File: src/rtl/obi_uart_rx.sv
// OBI UART receive engine: synchronises rx, frames 5-8 data bits with optional
// parity, and emits one-cycle character pushes with parity/framing/break flags.
module obi_uart_rx #(
    parameter int unsigned SyncStages = 2
) (
    input  logic       clk_i,
    input  logic       rst_ni,
    input  logic       oversample_rate_edge_i,
    input  logic       rx_i,
    input  logic [1:0] word_len_i,
    input  logic       parity_en_i,
    input  logic       even_parity_i,
    input  logic       stick_parity_i,
    output logic [7:0] rx_data_o,
    output logic       rx_valid_o,
    output logic       parity_err_o,
    output logic       framing_err_o,
    output logic       break_o,
    output logic       rx_busy_o
);

    typedef enum logic [2:0] {
        IDLE,
        START,
        DATA,
        PARITY,
        STOP,
        WAIT_IDLE
    } state_e;

    state_e                 state_q;
    logic [SyncStages-1:0]  sync_q;
    logic                   rx;
    logic [3:0]             tick_q;
    logic [2:0]             bitcnt_q;
    logic [7:0]             shift_q;
    logic                   par_q;
    logic [1:0]             wl_q;
    logic                   pen_q;
    logic                   even_q;
    logic                   stick_q;

    logic [2:0]             bit_last;
    logic [7:0]             data_w;
    logic                   par_exp;

    assign rx        = sync_q[SyncStages-1];
    assign rx_busy_o = (state_q != IDLE);
    assign bit_last  = {1'b0, wl_q} + 3'd4;

    // Bits shift in from the MSB, so short words sit high and stale bits below.
    assign data_w  = shift_q >> (3'd3 - {1'b0, wl_q});
    assign par_exp = stick_q ? ~even_q : (even_q ? ^data_w : ~^data_w);

    always_ff @(posedge clk_i or negedge rst_ni) begin
        if (!rst_ni) begin
            sync_q <= '1;
        end else begin
            sync_q <= {sync_q[SyncStages-2:0], rx_i};
        end
    end

    always_ff @(posedge clk_i or negedge rst_ni) begin
        if (!rst_ni) begin
            state_q       <= IDLE;
            tick_q        <= 4'd0;
            bitcnt_q      <= 3'd0;
            shift_q       <= 8'd0;
            par_q         <= 1'b0;
            wl_q          <= 2'd0;
            pen_q         <= 1'b0;
            even_q        <= 1'b0;
            stick_q       <= 1'b0;
            rx_data_o     <= 8'd0;
            rx_valid_o    <= 1'b0;
            parity_err_o  <= 1'b0;
            framing_err_o <= 1'b0;
            break_o       <= 1'b0;
        end else begin
            rx_valid_o <= 1'b0;
            if (oversample_rate_edge_i) begin
                unique case (state_q)
                    IDLE: begin
                        if (!rx) begin
                            state_q <= START;
                            tick_q  <= 4'd0;
                            wl_q    <= word_len_i;
                            pen_q   <= parity_en_i;
                            even_q  <= even_parity_i;
                            stick_q <= stick_parity_i;
                        end
                    end
                    START: begin
                        tick_q <= tick_q + 4'd1;
                        if (tick_q == 4'd7) begin
                            tick_q   <= 4'd0;
                            bitcnt_q <= 3'd0;
                            state_q  <= rx ? IDLE : DATA;
                        end
                    end
                    DATA: begin
                        tick_q <= tick_q + 4'd1;
                        if (tick_q == 4'd15) begin
                            shift_q  <= {rx, shift_q[7:1]};
                            bitcnt_q <= bitcnt_q + 3'd1;
                            if (bitcnt_q == bit_last) begin
                                state_q <= pen_q ? PARITY : STOP;
                            end
                        end
                    end
                    PARITY: begin
                        tick_q <= tick_q + 4'd1;
                        if (tick_q == 4'd15) begin
                            par_q   <= rx;
                            state_q <= STOP;
                        end
                    end
                    STOP: begin
                        tick_q <= tick_q + 4'd1;
                        if (tick_q == 4'd15) begin
                            rx_valid_o    <= 1'b1;
                            rx_data_o     <= data_w;
                            parity_err_o  <= pen_q & (par_q != par_exp);
                            framing_err_o <= ~rx;
                            break_o       <= ~rx & (data_w == 8'd0)
                                             & ~(pen_q & par_q);
                            // A low stop bit must see the line recover first.
                            state_q       <= rx ? IDLE : WAIT_IDLE;
                        end
                    end
                    WAIT_IDLE: begin
                        if (rx) begin
                            state_q <= IDLE;
                        end
                    end
                    default: state_q <= IDLE;
                endcase
            end
        end
    end

endmodule
File: config.mk
export PLATFORM = sky130hd
export DESIGN_NAME = obi_uart_rx
export DESIGN_NICKNAME = d
export VERILOG_FILES = /design/src/rtl/obi_uart_rx.sv
export SDC_FILE = /design/constraint.sdc
export NUM_CORES = 1
export LEC_CHECK = 0
export BUFFER_PORTS_ARGS = -buffer_cell sky130_fd_sc_hd__buf_4
export CORE_UTILIZATION = 37
export DETAILED_ROUTE_END_ITERATION = 6
export HOLD_SLACK_MARGIN = 0.06
export SYNTH_ARGS = -nofsm -noshare
export SYNTH_HDL_FRONTEND = slang
export SYNTH_SLANG_ARGS = --single-unit
File: constraint.sdc
create_clock -name clk_i -period 2.7 [get_ports clk_i]
set_input_delay 0.405 -clock clk_i [delete_from_list [all_inputs] [get_ports clk_i]]
set_output_delay 0.405 -clock clk_i [all_outputs]
set_load 0.05 [all_outputs]
==> qor.txt <==
Reg2Reg Setup Slack -> 240 ps
Setup TNS -> 0 ps
Post-layout util -> 44.9%
Worst-Margin Slew -> 462 ps
Critical path peak fanout -> 11
Worst r2r src -> wl_q[1]
Maximum operating frequency -> 407 MHz
Final setup fails -> 0
Final Hold Slack -> 72.5 ps
Synth top area cells -> dfrtp_1 (45%), mux2_2 (8.4%), o21ai_0 (4.0%)
Fin. max-slew vios -> 0
Commonest non-fill, non-tap cell in the layout -> dfrtp_1
Die Y-Extent -> 75.6 um
Worst vdd ir -> 0.000244 V
P&R area growth vs syn -> 15.9%
Post-cts resize count -> 0
Filler cell count in the final layout -> 506
Setup bufs post-CTS -> 0
Hold-fix buffers at CTS -> 0
CP dominant cell by count -> xnor2_1
Htree depth -> 2
Netlist cell types -> 41
Sequential share of the synthesized area -> 47.5%
Clock-pin slew on the worst setup and hold paths -> 70 ps
Synth top area share -> 44.9%
Final Hold Vio Count -> 0
Post-DP HPWL -> 2570 um
Worst-Skew Late Latency -> 280 ps
RSZ-0062 raised after global routing -> no
Critical Path Start Type -> flop
Via Count -> 1418
Yosys reg bits -> 38
Crit-path cells -> mux2_2 -> o21ai_0 -> ha_1 -> xnor2_1 -> xnor2_1 -> or4b_1 -> nand3_1
Vias in the first global route -> 1270
Routed vias/inst -> 5.10
Internal power -> 1.13 mW
Largest net degree at the start of global routing -> 39
Initial antenna violation count -> 0
Path depth of the worst reg2reg path -> 7
Multi-input gate area -> 976 sq um
Router iterations before antenna repair -> 5
Pleak -> 1.06 nW
Post-route ant nets -> 0
Synth warnings -> 0
R2R Path End -> parity_err_o
Wire per inst -> 12.6 um
Total track usage -> 14.2%
Fin crit period -> 2460 ps
Initial core utilization -> 38.8%
Clock buffer depth -> 2
Core box area -> 0.00517 sq mm
Placed cells -> 270
Tcrit/Tclk final -> 90.9%
Total Wirelength -> 3500 um
CP Data Arrival Time -> 2680 ps
Iter 0 DRT Violations -> 78
Syn nets -> 203
Most frequent cells in the layout -> dfrtp_1 (36), buf_4 (22), nand2_1 (21)
Num rows -> 26
WS Path Type -> reg2reg
Cell Area, Synth -> 0.00201 sq mm
Max_cap viols -> 0
Leading area contributor after synthesis -> dfrtp_1
Finished Layout Cells -> 278
Register share of total power -> 46.5%
Worst Setup SP -> wl_q[1]
Fraction of registers with async set/reset -> 100%
Residual DRC count -> 0
Outcome -> complete, no violations
NumNets Final -> 222
Critical path's largest stage delay -> 590 ps
DIE AREA -> 0.00572 sq mm
Mapped Cells -> 188
Clk sinks -> 38
Clk_skew -> 3.99 ps
Number of synthesized flops with an enable pin -> 0
Placer's final routability congestion estimate -> 0.808
CP endpoint -> parity_err_o
Critical-path top delay cell -> dfrtp_1
Register area -> 953 sq um
Avg Inst Size Synth -> 10.7 sq um
Hold Crit Class -> in2async
Worst EP required -> 2920 ps
Critical Path End Type -> flop
CTS tree -> built
Slew headroom -> 69.2%
Io pins -> 22
Main synth FF type -> dfrtp_1
First-pass GRT wire length -> 5980 um
Net Sw Power -> 0.444 mW
Switch share -> 28.1%
Share of cells above drive strength 1 -> 25.0%
Clock root buffer -> clkbuf_8
Chip Width -> 75.6 um
Ant. Diodes -> 0
Comb power frac -> 22.7%
Clk network pwr share -> 30.8%
Gr ovfl total -> 0
P per Cell Area -> 679 mW/mm^2
Port bufs -> 21
CTS buffer count -> 5
[how the worst min path moves through the flow]
| stage | start | endpoint | slack (ps) | cells after the start |
|---|---|---|---|---|
| 2_1_floorplan | rst_ni | bitcnt_q[0] | 110 | 0 |
| 3_3_place_gp | sync_q[0] | sync_q[1] | 350 | 0 |
| 3_5_place_dp | sync_q[0] | sync_q[1] | 350 | 0 |
| 4_1_cts | rst_ni | rx_data_o[5] | 90 | 1 |
| 5_1_grt | rst_ni | tick_q[1] | 110 | 1 |
| 6_report | rst_ni | tick_q[2] | 70 | 1 |
[metal layers]
layer,vias up,track usage [%],part of all wire (%)
met4,0,4.94,1.8
met5,-,0,0
li1,715,-,-
met1,673,19.1,49
met3,4,3.97,3.5
met2,26,21.8,46
[metrics by stage]
| step | total power [mW] | area, sq um | setup slack (ps) |
|---|---|---|---|
| global placement | 1.10 | 2210 | 336 |
| floorplan | 1.02 | 2010 | 474 |
| global route | 1.69 | 2320 | 81.0 |
| CTS | 1.61 | 2320 | 236 |
| detailed placement | 1.11 | 2210 | 243 |
| finish | 1.58 | 2320 | 245 |
[cell type report]
| cell class | count | area share (%) |
|---|---|---|
| Inverter | 7 | 1.13 |
| Clock buffer | 7 | 3.71 |
| Clock inverter | 1 | 1.29 |
| Timing Repair Buffer | 22 | 7.10 |
| Multi-Input combinational cell | 133 | 42.0 |
| Tap cell | 70 | 3.77 |
| Sequential cell | 38 | 41.0 |
[critical path: cells and delay by family (launching register included)]
| kind | cells | cell delay, ps |
|---|---|---|
| AO/OA/AOI/OAI | 1 | 240 |
| XOR/XNOR | 2 | 300 |
| adder cells (fa/ha/maj) | 1 | 290 |
| flip-flops | 1 | 590 |
| multiplexers | 1 | 400 |
| AND/OR/NAND/NOR | 2 | 560 |
[registers in the layout, summed over array words and instances, names as in the netlist, 2 cells and up]
name       cells
tick_q         4
rx_data_o      8
wl_q           2
bitcnt_q       3
sync_q         2
shift_q        8
state_q        3
[Yosys cell counts, drive strengths merged (6+ instances only)]
cell / number
a21oi: 6
buf: 6
dfrtp: 36
ha: 6
inv: 7
mux2: 21
mux2i: 7
nand2: 21
nand3: 7
nor2: 6
o21ai: 16
[power groups by stage]
| stage | Sequential [mW] | Combinational, mW | Clock [mW] |
|---|---|---|---|
| after global placement | 0.745 | 0.354 | 0 |
| after detailed placement | 0.745 | 0.365 | 0 |
| final | 0.733 | 0.358 | 0.487 |
| after floorplan | 0.716 | 0.300 | 0 |
| after CTS | 0.734 | 0.367 | 0.504 |
| after global routing | 0.751 | 0.411 | 0.524 |
[cell families after synthesis]
family	Yosys count	synth area share, %
adder cells (fa/ha/maj)	6	3.74
AND/OR/NAND/NOR	55	14.2
buffers and inverters	17	3.81
XOR/XNOR	6	2.62
flip-flops	38	47.5
multiplexers	28	16.2
AO/OA/AOI/OAI	38	11.9
Note: power is estimated with default switching activity, not from simulation.
